### config.mk
export PLATFORM = sky130hd
export DESIGN_NAME = vga_frame_reader_flat
export DESIGN_NICKNAME = d
export VERILOG_FILES = /design/src/rtl/vga_frame_reader_pkg.sv /design/src/rtl/vga_frame_reader_if.sv /design/src/rtl/vga_pix_fifo.sv /design/src/rtl/vga_frame_reader.sv /design/src/flat_wrapper.sv
export SDC_FILE = /design/constraint.sdc
export NUM_CORES = 1
export LEC_CHECK = 0
export ABC_CLOCK_PERIOD_IN_PS = 3400
export BUFFER_PORTS_ARGS = -buffer_cell sky130_fd_sc_hd__buf_4
export CAP_MARGIN = 10
export CORE_AREA = 2 2 177 179
export CTS_BUF_LIST = sky130_fd_sc_hd__clkbuf_16
export DETAILED_ROUTE_END_ITERATION = 12
export DIE_AREA = 0 0 179 181
export PLACE_DENSITY_LB_ADDON = 0.15
export SETUP_SLACK_MARGIN = 0.1
export SLEW_MARGIN = 30
export SYNTH_ARGS = -nofsm -noshare
export SYNTH_HDL_FRONTEND = slang
export SYNTH_SLANG_ARGS = --single-unit
### constraint.sdc
create_clock -name clk -period 3.4 [get_ports clk]
set_input_delay 0.68 -clock clk [delete_from_list [all_inputs] [get_ports clk]]
set_output_delay 0.68 -clock clk [all_outputs]
set_load 0.01 [all_outputs]
### src/rtl/vga_frame_reader_pkg.sv
// Shared types and constants for the VGA framebuffer reader.
//   state_t     : reader FSM states (IDLE, FETCH, DRAIN)
//   pix_entry_t : one pixel as it travels through the FIFO (data + frame tags)
//   ADDR_W      : word-address width of the framebuffer RAM
package vga_frame_reader_pkg;

  localparam int ADDR_W = 15;
  localparam int DATA_W = 16;

  typedef enum logic [1:0] {
    IDLE  = 2'd0,
    FETCH = 2'd1,
    DRAIN = 2'd2
  } state_t;

  typedef struct packed {
    logic [DATA_W-1:0] data;
    logic              sop;
    logic              eol;
    logic              eof;
  } pix_entry_t;

endpackage

### src/rtl/vga_frame_reader_if.sv
// Bus bundle for the frame reader: the Avalon-MM read port towards the
// framebuffer RAM plus the outgoing pixel stream.
//   master : the frame reader (drives address/chipselect, pixel stream)
//   slave  : RAM + downstream sink (drives readdata, pix_ready)
//
// Pixel stream handshake: a pixel transfers in every cycle where
// pix_valid && pix_ready. Once pix_valid is high it stays high, and
// pix_data/pix_sop/pix_eol/pix_eof stay constant, until that transfer
// happens (the only exception is an abort, which withdraws the stream).
// pix_valid never depends combinationally on pix_ready.
interface vga_frame_reader_if;
  import vga_frame_reader_pkg::*;

  logic [ADDR_W-1:0] address;
  logic              chipselect;
  logic              write;
  logic [1:0]        byteenable;
  logic              clken;
  logic [DATA_W-1:0] readdata;

  logic [DATA_W-1:0] pix_data;
  logic              pix_valid;
  logic              pix_ready;
  logic              pix_sop;
  logic              pix_eol;
  logic              pix_eof;

  modport master (
    output address, chipselect, write, byteenable, clken,
    input  readdata,
    output pix_data, pix_valid, pix_sop, pix_eol, pix_eof,
    input  pix_ready
  );

  modport slave (
    input  address, chipselect, write, byteenable, clken,
    output readdata,
    input  pix_data, pix_valid, pix_sop, pix_eol, pix_eof,
    output pix_ready
  );

endinterface

### src/rtl/vga_pix_fifo.sv
// Pixel FIFO with a registered show-ahead output stage.
//   clk, rst_n  : clock, async active-low reset
//   flush       : drop every entry (synchronous)
//   push        : write push_entry this cycle
//   pop         : head consumed this cycle (only meaningful with out_valid)
//   out_valid   : out_entry holds the head entry
//   count       : entries held, including the output register
// The output register is refilled from the storage ring, or straight from
// the push port when the ring is empty, so a push into an empty FIFO is
// visible on out_valid the very next cycle.
module vga_pix_fifo
  import vga_frame_reader_pkg::*;
#(
  parameter int DEPTH = 8
) (
  input  logic                   clk,
  input  logic                   rst_n,
  input  logic                   flush,
  input  logic                   push,
  input  pix_entry_t             push_entry,
  input  logic                   pop,
  output logic                   out_valid,
  output pix_entry_t             out_entry,
  output logic [$clog2(DEPTH):0] count
);

  localparam int PW = $clog2(DEPTH);

  pix_entry_t    mem [DEPTH];
  logic [PW-1:0] wr_ptr;
  logic [PW-1:0] rd_ptr;
  logic [PW:0]   mem_cnt;
  logic          load_out;
  logic          mem_rd;
  logic          mem_wr;
  logic          bypass;

  always_comb begin
    load_out = !out_valid || pop;
    mem_rd   = load_out && (mem_cnt != '0);
    bypass   = load_out && (mem_cnt == '0) && push;
    mem_wr   = push && !bypass;
  end

  always_ff @(posedge clk or negedge rst_n) begin
    if (!rst_n) begin
      wr_ptr    <= '0;
      rd_ptr    <= '0;
      mem_cnt   <= '0;
      out_valid <= 1'b0;
      out_entry <= '0;
    end else if (flush) begin
      wr_ptr    <= '0;
      rd_ptr    <= '0;
      mem_cnt   <= '0;
      out_valid <= 1'b0;
      out_entry <= '0;
    end else begin
      if (mem_wr) wr_ptr <= wr_ptr + 1'b1;
      if (mem_rd) rd_ptr <= rd_ptr + 1'b1;
      mem_cnt <= mem_cnt + {{PW{1'b0}}, mem_wr} - {{PW{1'b0}}, mem_rd};
      if (mem_rd) begin
        out_entry <= mem[rd_ptr];
        out_valid <= 1'b1;
      end else if (bypass) begin
        out_entry <= push_entry;
        out_valid <= 1'b1;
      end else if (load_out) begin
        out_valid <= 1'b0;
      end
    end
  end

  always_ff @(posedge clk) begin
    if (mem_wr && !flush) mem[wr_ptr] <= push_entry;
  end

  assign count = mem_cnt + {{PW{1'b0}}, out_valid};

endmodule

### src/rtl/vga_frame_reader.sv
// Avalon-MM read master that scans a framebuffer in raster order and emits
// it as a tagged valid/ready pixel stream.
//   clk, reset_n : clock, async active-low reset
//   start        : pulse, begins one frame when idle
//   continuous   : chain the next frame automatically after frame_done
//   abort        : pulse, kills the current frame and flushes the FIFO
//   busy         : high while not IDLE
//   frame_done   : one-cycle pulse the cycle after the eof pixel transfers
//   state_dbg    : current FSM state
//   bus          : RAM read port + pixel stream (master side)
// Reads are credit-limited: a read issues only if FIFO occupancy plus the
// read still in flight leaves room for its data, so the FIFO never overflows
// however long the sink stalls.
module vga_frame_reader
  import vga_frame_reader_pkg::*;
#(
  parameter int WIDTH      = 160,
  parameter int HEIGHT     = 120,
  parameter int BASE_ADDR  = 0,
  parameter int FIFO_DEPTH = 8
) (
  input  logic               clk,
  input  logic               reset_n,
  input  logic               start,
  input  logic               continuous,
  input  logic               abort,
  output logic               busy,
  output logic               frame_done,
  output state_t             state_dbg,
  vga_frame_reader_if.master bus
);

  localparam int CW = $clog2(FIFO_DEPTH);
  localparam logic [ADDR_W-1:0] LAST_IDX  = ADDR_W'(WIDTH * HEIGHT - 1);
  localparam logic [ADDR_W-1:0] COL_LAST  = ADDR_W'(WIDTH - 1);
  localparam logic [ADDR_W-1:0] LINE_LAST = ADDR_W'(HEIGHT - 1);
  localparam logic [ADDR_W-1:0] BASE      = ADDR_W'(BASE_ADDR);
  localparam logic [CW+1:0]     DEPTH_L   = (CW + 2)'(FIFO_DEPTH);

  state_t            state;
  state_t            state_nxt;
  logic [ADDR_W-1:0] rd_idx;
  logic [ADDR_W-1:0] col;
  logic [ADDR_W-1:0] line;
  logic              issue;
  logic              abort_act;
  logic              frame_start;
  logic              eof_hs;
  logic              pop;
  logic [CW+1:0]     occ;

  // Read in flight: readdata for it arrives next cycle; tags ride alongside.
  logic              infl_vld;
  logic              infl_sop;
  logic              infl_eol;
  logic              infl_eof;

  pix_entry_t        push_entry;
  pix_entry_t        out_entry;
  logic              out_valid;
  logic [CW:0]       fifo_count;

  assign abort_act = abort && (state != IDLE);
  assign pop       = out_valid && bus.pix_ready;
  assign eof_hs    = pop && out_entry.eof;
  assign occ       = {1'b0, fifo_count} + {{(CW + 1){1'b0}}, infl_vld};

  // State register
  always_ff @(posedge clk or negedge reset_n) begin
    if (!reset_n) state <= IDLE;
    else          state <= state_nxt;
  end

  // Next-state logic; abort outranks start and the eof handshake.
  always_comb begin
    state_nxt = state;
    case (state)
      IDLE:  if (start && !abort) state_nxt = FETCH;
      FETCH: begin
        if (abort)                              state_nxt = IDLE;
        else if (issue && (rd_idx == LAST_IDX)) state_nxt = DRAIN;
      end
      DRAIN: begin
        if (abort)       state_nxt = IDLE;
        else if (eof_hs) state_nxt = continuous ? FETCH : IDLE;
      end
      default: state_nxt = IDLE;
    endcase
    frame_start = (state_nxt == FETCH) && (state != FETCH);
  end

  // Output logic
  always_comb begin
    busy           = (state != IDLE);
    issue          = (state == FETCH) && (occ < DEPTH_L);
    bus.chipselect = issue;
    bus.address    = issue ? (BASE + rd_idx) : '0;
  end

  // Read index and raster counters advance once per issued read.
  always_ff @(posedge clk or negedge reset_n) begin
    if (!reset_n) begin
      rd_idx <= '0;
      col    <= '0;
      line   <= '0;
    end else if (frame_start) begin
      rd_idx <= '0;
      col    <= '0;
      line   <= '0;
    end else if (issue) begin
      rd_idx <= rd_idx + 1'b1;
      if (col == COL_LAST) begin
        col  <= '0;
        line <= line + 1'b1;
      end else begin
        col <= col + 1'b1;
      end
    end
  end

  // A read issued in the abort cycle is dropped before it reaches the FIFO.
  always_ff @(posedge clk or negedge reset_n) begin
    if (!reset_n) begin
      infl_vld <= 1'b0;
      infl_sop <= 1'b0;
      infl_eol <= 1'b0;
      infl_eof <= 1'b0;
    end else begin
      infl_vld <= issue && !abort_act;
      infl_sop <= (rd_idx == '0);
      infl_eol <= (col == COL_LAST);
      infl_eof <= (col == COL_LAST) && (line == LINE_LAST);
    end
  end

  always_ff @(posedge clk or negedge reset_n) begin
    if (!reset_n) frame_done <= 1'b0;
    else          frame_done <= (state == DRAIN) && eof_hs && !abort;
  end

  assign push_entry = '{data: bus.readdata, sop: infl_sop, eol: infl_eol, eof: infl_eof};

  vga_pix_fifo #(.DEPTH(FIFO_DEPTH)) u_fifo (
    .clk        (clk),
    .rst_n      (reset_n),
    .flush      (abort_act),
    .push       (infl_vld && !abort_act),
    .push_entry (push_entry),
    .pop        (pop),
    .out_valid  (out_valid),
    .out_entry  (out_entry),
    .count      (fifo_count)
  );

  assign bus.write      = 1'b0;
  assign bus.byteenable = 2'b11;
  assign bus.clken      = 1'b1;
  assign bus.pix_data   = out_entry.data;
  assign bus.pix_valid  = out_valid;
  assign bus.pix_sop    = out_entry.sop;
  assign bus.pix_eol    = out_entry.eol;
  assign bus.pix_eof    = out_entry.eof;
  assign state_dbg      = state;

endmodule
### src/flat_wrapper.sv
// flat-port wrapper written by rule: the top's interface ports become plain ports
module vga_frame_reader_flat import vga_frame_reader_pkg::*;
#(
  parameter int WIDTH      = 160,
  parameter int HEIGHT     = 120,
  parameter int BASE_ADDR  = 0,
  parameter int FIFO_DEPTH = 8
)
  (clk, reset_n, start, continuous, abort, busy, frame_done, state_dbg, bus_address, bus_chipselect, bus_write, bus_byteenable, bus_clken, bus_readdata, bus_pix_data, bus_pix_valid, bus_pix_sop, bus_pix_eol, bus_pix_eof, bus_pix_ready);
  vga_frame_reader_if bus_i ();
  input  logic clk;
  input  logic reset_n;
  input  logic start;
  input  logic continuous;
  input  logic abort;
  output logic busy;
  output logic frame_done;
  output state_t state_dbg;
  output wire logic [$bits(bus_i.address)-1:0] bus_address;
  output wire logic [$bits(bus_i.chipselect)-1:0] bus_chipselect;
  output wire logic [$bits(bus_i.write)-1:0] bus_write;
  output wire logic [$bits(bus_i.byteenable)-1:0] bus_byteenable;
  output wire logic [$bits(bus_i.clken)-1:0] bus_clken;
  input wire logic [$bits(bus_i.readdata)-1:0] bus_readdata;
  output wire logic [$bits(bus_i.pix_data)-1:0] bus_pix_data;
  output wire logic [$bits(bus_i.pix_valid)-1:0] bus_pix_valid;
  output wire logic [$bits(bus_i.pix_sop)-1:0] bus_pix_sop;
  output wire logic [$bits(bus_i.pix_eol)-1:0] bus_pix_eol;
  output wire logic [$bits(bus_i.pix_eof)-1:0] bus_pix_eof;
  input wire logic [$bits(bus_i.pix_ready)-1:0] bus_pix_ready;
  assign bus_address = bus_i.address;
  assign bus_chipselect = bus_i.chipselect;
  assign bus_write = bus_i.write;
  assign bus_byteenable = bus_i.byteenable;
  assign bus_clken = bus_i.clken;
  assign bus_i.readdata = bus_readdata;
  assign bus_pix_data = bus_i.pix_data;
  assign bus_pix_valid = bus_i.pix_valid;
  assign bus_pix_sop = bus_i.pix_sop;
  assign bus_pix_eol = bus_i.pix_eol;
  assign bus_pix_eof = bus_i.pix_eof;
  assign bus_i.pix_ready = bus_pix_ready;
  vga_frame_reader #(.WIDTH(WIDTH), .HEIGHT(HEIGHT), .BASE_ADDR(BASE_ADDR), .FIFO_DEPTH(FIFO_DEPTH)) u_core (.clk(clk), .reset_n(reset_n), .start(start), .continuous(continuous), .abort(abort), .busy(busy), .frame_done(frame_done), .state_dbg(state_dbg), .bus(bus_i));
endmodule
==> out/qor.txt, run 1 <==
Startpoint type of the worst setup path: register
Highest achievable clock rate: 319 MHz
Ys flop type: edfxtp_1
Register-to-Register Path Depth: 7
Global route overflow: 0
Wire length of the first global-routing pass: 38,700 um
Number of violations reported at the end of detailed-routing iteration 0: 390
Clock slew seen by the registers of the worst setup and hold paths: 0.06 ns
HPWL reported at the end of detailed placement: 14,500 um
Post-synth cell types: 66
VDD IR max: 0.450 mV
Layout cells sized above 1: 23.1%
Fraction of registers with async set or reset after synthesis: 35.0%
Total setup violations reported at the end of the flow: 0
IO Pins: 66
Result of the run: complete, no violations
Core Area: 30,300 um^2
Clock tree from TritonCTS: yes
Area share of the largest cell type after synthesis: 43.4%
Unrepaired setup endpoints after global routing: false
Post-layout instance count excluding filler cells: 1,217
Data arrival time of the critical path: 2.45 ns
Min-delay worst type: in -> async
Wire length after detailed routing: 24,300 um
Register area share after synthesis: 63.0%
DRT Pass-1 Iters: 5
Smallest hold slack: 0.106 ns
Crit Reg-Reg Startpoint: u_core.u_fifo.out_valid
Post-synthesis cell count: 735
Cell taking the most area after synthesis: edfxtp_1
Max_slew headroom: 54.2%
Number of enable flip-flop cells after synthesis: 152
Average cell area after synthesis: 14.3 um^2
Leakage Power: 4.63 nW
CTS root buffer: clkbuf_16
Reg-to-reg endpoint: u_core.col[8]
Final worst path period share: 92.1%
Total negative setup slack: 0 ns
Number of design rule violations left after detail routing: 0
Crit path from: u_core.u_fifo.out_valid
Routed len/inst: 20.0 um
Power density relative to cell area: 703 nW/um^2
YS warnings: 0
Destination of the critical timing path: bus_address[12]
Internal reg-to-reg setup slack: 0.81 ns
Crit path required time: 2.72 ns
Synth area leaders: edfxtp_1 43%, dfrtp_1 20%, mux4_2 8.1%, mux2i_1 4.4%, a221o_1 1.8%
Worst slew pin tran: 0.687 ns
Starting Density: 34.6%
Final-report max-slew violation count: 0
Area grow syn2layout: 17.7%
Library cell with the highest instance count after synthesis: edfxtp_1
CTS Hold Buffers Added: 0
Endpoints failing hold: 0
Later-pin clock latency in the skew report: 0.54 ns
Initial antenna violation count: 0
Placed Cells: 1,167
Antenna violation net count after detailed routing: 0
Number of levels in the clock H-tree: 1
# port buffers: 61
Antenna diode count: 0
Cell row count: 64
Fin nets: 837
Max Buffers Root-to-Sink: 3
TritonCTS buffer count: 27
Die height: 181 um
Placer congestion estimate: 0.789
Post-synthesis instance area: 10,500 um^2
Min cycle time layout: 3.13 ns
Worst-case clock skew: 0.00892 ns
Top fanout value on the critical path: 16
Die X-Extent: 179 um
Endpoint class of the critical path: output port
Number of clock sinks seen by CTS: 234
Vias in the first global route: 6,941
Count of vias placed by the detailed router: 6,538
Overall fraction of global-route tracks in use: 15.4%
Type of the worst setup path: reg -> out
Max-cap violations: 0
Total die area: 32,400 um^2
Via density per instance: 5.37
Leading cell types by count after synthesis: 152 x edfxtp_1, 82 x dfrtp_1, 50 x nand2_1
#FFs+latches synth: 234
Pin count of the biggest net entering global routing: 54
-- critical path: stages (launching register included) --
cell and delay [ns]:
dfrtp_1 0.43, ha_1 0.25, ha_1 0.20, xnor2_1 0.31, o22a_2 0.39, and3_1 0.22, buf_4 0.12
-- cell usage in the layout (no fill, tap or decap), types with 5 or more instances in the layout --
cell type,n
edfxtp_1,152
dfrtp_1,81
o22ai_1,5
clkinv_2,8
mux2i_1,46
and4_1,5
ha_1,14
a221o_1,19
nand2_1,50
nor4_1,18
and3_1,20
a21oi_1,10
nand4_1,21
nand2b_1,22
clkinv_1,8
mux4_2,38
and2_1,8
clkbuf_16,27
nand3_1,27
or4_1,6
o21ai_0,6
buf_4,83
nor2_1,32
a211oi_1,9
inv_1,12
nor3_1,15
-- metrics by stage --
stage               power, mW  util (%)  area, um^2  worst slack, ns
floorplan                5.13         -       10500            0.336
global placement         5.83      37.8       11500            0.731
detailed placement       5.88      37.8       11500            0.692
CTS                      8.83      40.8       12400            0.247
global route             9.19      40.8       12400            0.129
finish                   8.69      40.8       12400            0.269
-- state kept, by name, indices dropped and copies added, names as in the netlist, 2 cells and up --
name	cells
u_core.u_fifo.mem	152
u_core.u_fifo.out_entry	19
u_core.col	15
u_core.line	15
u_core.rd_idx	15
u_core.u_fifo.mem_cnt	4
u_core.u_fifo.rd_ptr	3
u_core.u_fifo.wr_ptr	3
u_core.state_dbg	2
-- report_power, final --
group / internal [mW] / switching, mW
sequential: 3.29 / 0.270
combinational: 1.07 / 1.16
clock: 1.75 / 1.16
total: 6.11 / 2.58
-- repair_timing --
action	4_1_cts	5_1_grt
resized for setup	1	0
hold endpoints to repair	0	0
setup endpoints to repair	3	0
buffers inserted	0	0
-- cells by family after synthesis --
kind of cell    count (synthesis)  share of synthesized area, %
simple gates                  259                          13.6
flops                         234                          63.0
mux                            84                          12.5
compound gates                 72                          5.31
buf+inv                        62                          3.06
fa+ha+maj                      15                          1.86
xor+xnor                        7                         0.583
other cells                     2                        0.0715
-- cell type report --
cell class | instances | area [um^2]
fill | 2789 | 18000
sequential | 234 | 6620
multi-input combinational | 441 | 3650
timing repair buffer | 86 | 683
clock buffer | 27 | 676
tap | 396 | 495
clock inverter | 23 | 218
inverter | 10 | 37.5
-- worst min path at each step --
stage / endpoint / startpoint / slack (ns) / depth (start not counted)
after floorplan: u_core.col[0] / reset_n / 0.38 / 0
after global placement: u_core.infl_sop / u_core.rd_idx[7] / 0.47 / 1
after detailed placement: u_core.infl_sop / u_core.rd_idx[7] / 0.46 / 1
after CTS: u_core.rd_idx[14] / reset_n / 0.10 / 1
after global routing: u_core.rd_idx[14] / reset_n / 0.12 / 1
final: u_core.rd_idx[14] / reset_n / 0.11 / 1
-- metal layers --
layer	GRT usage [%]	wire length, um
met1	20.3	10700
met2	26.0	11900
met3	2.63	1200
met4	4.26	513
met5	0	0
Power figures use the tool's default switching activity.
==> run 2: changes to the inputs <==
CORE_AREA = 3 3 178 180   (was 2 2 177 179)
DIE_AREA = 0 0 181 183   (was 0 0 179 181)
GPL_TIMING_DRIVEN = 0   (was unset)
SETUP_SLACK_MARGIN = 0.02   (was 0.1)
==> run 2 against run 1 <==
Effect of this change: register-to-register slack got worse by 0.22 ns; critical endpoint is now bus_address[4]; maximum frequency decreased by 3.6%; cell area increased by 2.7%; sequential power decreased by 2%; clock-buffer cell count increased by 1; combinational power increased by 10%; routed wire length increased by 7.1%; critical path type unchanged; final cell count increased by 3.9%; largest cell class unchanged.
==> out/qor.txt, run 2 (synthesized netlist as in run 1, its figures left out) <==
Result of the run: complete, no violations
Antenna violation net count after detailed routing: 0
Min-delay worst type: in -> async
Area grow syn2layout: 20.9%
Largest registers in the final layout: u_core.u_fifo.mem: 152 flops, u_core.u_fifo.out_entry: 19 flops
Placed Cells: 1,212
Later-pin clock latency in the skew report: 0.55 ns
Min cycle time layout: 3.25 ns
Most used cells in the layout excluding fill and tap cells: 152 x edfxtp_1, 82 x dfrtp_1, 80 x buf_4
Leakage Power: 4.80 nW
Unrepaired setup endpoints after global routing: false
Starting Density: 34.6%
Top fanout value on the critical path: 10
Antenna diode count: 0
Cell row count: 64
Switching power summed over all nets: 2.76 mW
HPWL reported at the end of detailed placement: 16,800 um
Clock slew seen by the registers of the worst setup and hold paths: 0.06 ns
# port buffers: 60
Clock Power Share: 33.4%
DRT Pass-1 Iters: 5
Largest register FFs: 152
Routed len/inst: 20.6 um
Overall fraction of global-route tracks in use: 15.7%
Crit path required time: 2.72 ns
Endpoints failing hold: 0
Number of levels in the clock H-tree: 1
Clock tree from TritonCTS: yes
Via density per instance: 5.22
Count of vias placed by the detailed router: 6,599
Final worst path period share: 95.5%
Die X-Extent: 181 um
Register containing the most flip-flops in the final layout: u_core.u_fifo.mem
Total setup violations reported at the end of the flow: 0
Placer congestion estimate: 0.804
Endpoint class of the critical path: output port
Startpoint type of the worst setup path: register
Layout cells sized above 1: 25.1%
Die height: 183 um
Core Area: 30,300 um^2
Data arrival time of the critical path: 2.57 ns
Type of the worst setup path: reg -> out
Total die area: 33,100 um^2
Max_slew headroom: 44.1%
Tot Pwr: 8.91 mW
Wire length of the first global-routing pass: 41,000 um
Count of fill cells added during filler insertion: 2,790
Total negative setup slack: 0 ns
Worst-case clock skew: 0.0125 ns
TritonCTS buffer count: 28
Net switching share of the total power: 30.9%
IO Pins: 66
CTS Hold Buffers Added: 0
Cell internal pwr: 6.15 mW
Post-layout instance count excluding filler cells: 1,265
Power density relative to cell area: 701 nW/um^2
Global route overflow: 0
Utilization of the core after routing: 41.9%
Fraction of power consumed by sequential logic: 39.1%
Vias in the first global route: 6,894
Fin nets: 884
Number of violations reported at the end of detailed-routing iteration 0: 543
Number of clock sinks seen by CTS: 234
Post-detailed-placement cell area: 11,700 um^2
Final cell area excluding filler cells: 12,700 um^2
Share of power burned in combinational logic: 27.5%
Wire length after detailed routing: 26,100 um
Final-report max-slew violation count: 0
Worst slew pin tran: 0.839 ns
Max Buffers Root-to-Sink: 3
Initial antenna violation count: 1
Most common cell after layout, fill and taps aside: edfxtp_1
CTS root buffer: clkbuf_16
Highest achievable clock rate: 308 MHz
VDD IR max: 0.389 mV
Max-cap violations: 0
Number of design rule violations left after detail routing: 0
Pin count of the biggest net entering global routing: 83
## run 2: cell count changes in the layout (fill, tap and decap cells not counted), sizes merged
cell      before  now
buf           86  109
bufinv         4    3
clkbuf        27   51
clkinv        16   14
clkinvlp       0    2
inv           13   15
## run 2: worst paths after layout
path                                                    end  slack [ns]                       start  cells past startpoint
worst max-delay path                         bus_address[4]        0.15     u_core.u_fifo.out_valid                      7
max in group asynchronous       u_core.u_fifo.out_entry[13]        2.62                     reset_n                      1
worst min-delay path                       u_core.rd_idx[4]        0.22                     reset_n                      1
min in group clk                   u_core.u_fifo.mem[2][18]        0.37            bus_readdata[15]                      1
worst min register to register   u_core.u_fifo.out_entry[5]        0.51  u_core.u_fifo.out_entry[5]                      1
worst max register to register     u_core.u_fifo.mem[4][18]        0.59    u_core.u_fifo.mem_cnt[2]                     10
## run 2: layer usage
metal	vias to the layer above	wire, um	track usage (%)
met2	160	12700	26.6
met5	-	7	0
met4	2	363	3.53
met3	34	1280	2.68
li1	3095	-	-
met1	3308	11700	21.4
## run 2: final cells by class
| class | instances | area, um^2 | area share [%] |
|---|---|---|---|
| Buffer | 51 | 279 | 2.20 |
| Clock buffer | 28 | 701 | 5.52 |
| Clock inverter | 24 | 226 | 1.78 |
| Inverter | 10 | 37.5 | 0.295 |
| Multi-Input combinational cell | 441 | 3660 | 28.8 |
| Sequential cell | 234 | 6620 | 52.1 |
| Tap cell | 396 | 495 | 3.90 |
| Timing Repair Buffer | 81 | 687 | 5.41 |
## run 2: critical path, stage by stage, from the launching register on
cell and delay, ns:
dfrtp_1 0.42, ha_1 0.25, ha_1 0.28, nand3_1 0.14, o22a_2 0.32, clkbuf_2 0.22
and3_2 0.25, buf_4 0.14
## run 2: power groups by stage
stage,Sequential [mW],Combinational [mW],Clock (mW)
4_1_cts,3.49,2.49,3.05
3_5_place_dp,3.55,2.45,0
3_3_place_gp,3.54,2.41,0
2_1_floorplan,3.54,1.60,0
6_report,3.49,2.45,2.97
5_1_grt,3.52,2.70,3.17
## run 2: per-stage QoR
stage	hold slack (ns)	worst slack (ns)
5_1_grt	0.276	0.0212
2_1_floorplan	0.384	0.336
3_5_place_dp	0.508	0.191
3_3_place_gp	0.498	-1.57
4_1_cts	0.250	0.0636
6_report	0.222	0.152
## run 2: repair_timing
| action | in CTS | in global routing |
|---|---|---|
| hold endpoints to repair | 0 | 0 |
| setup buffers | 1 | 1 |
| gates cloned | 0 | 0 |
| gates resized for setup | 4 | 3 |
| setup endpoints to repair | 9 | 17 |
| pin swaps | 0 | 1 |
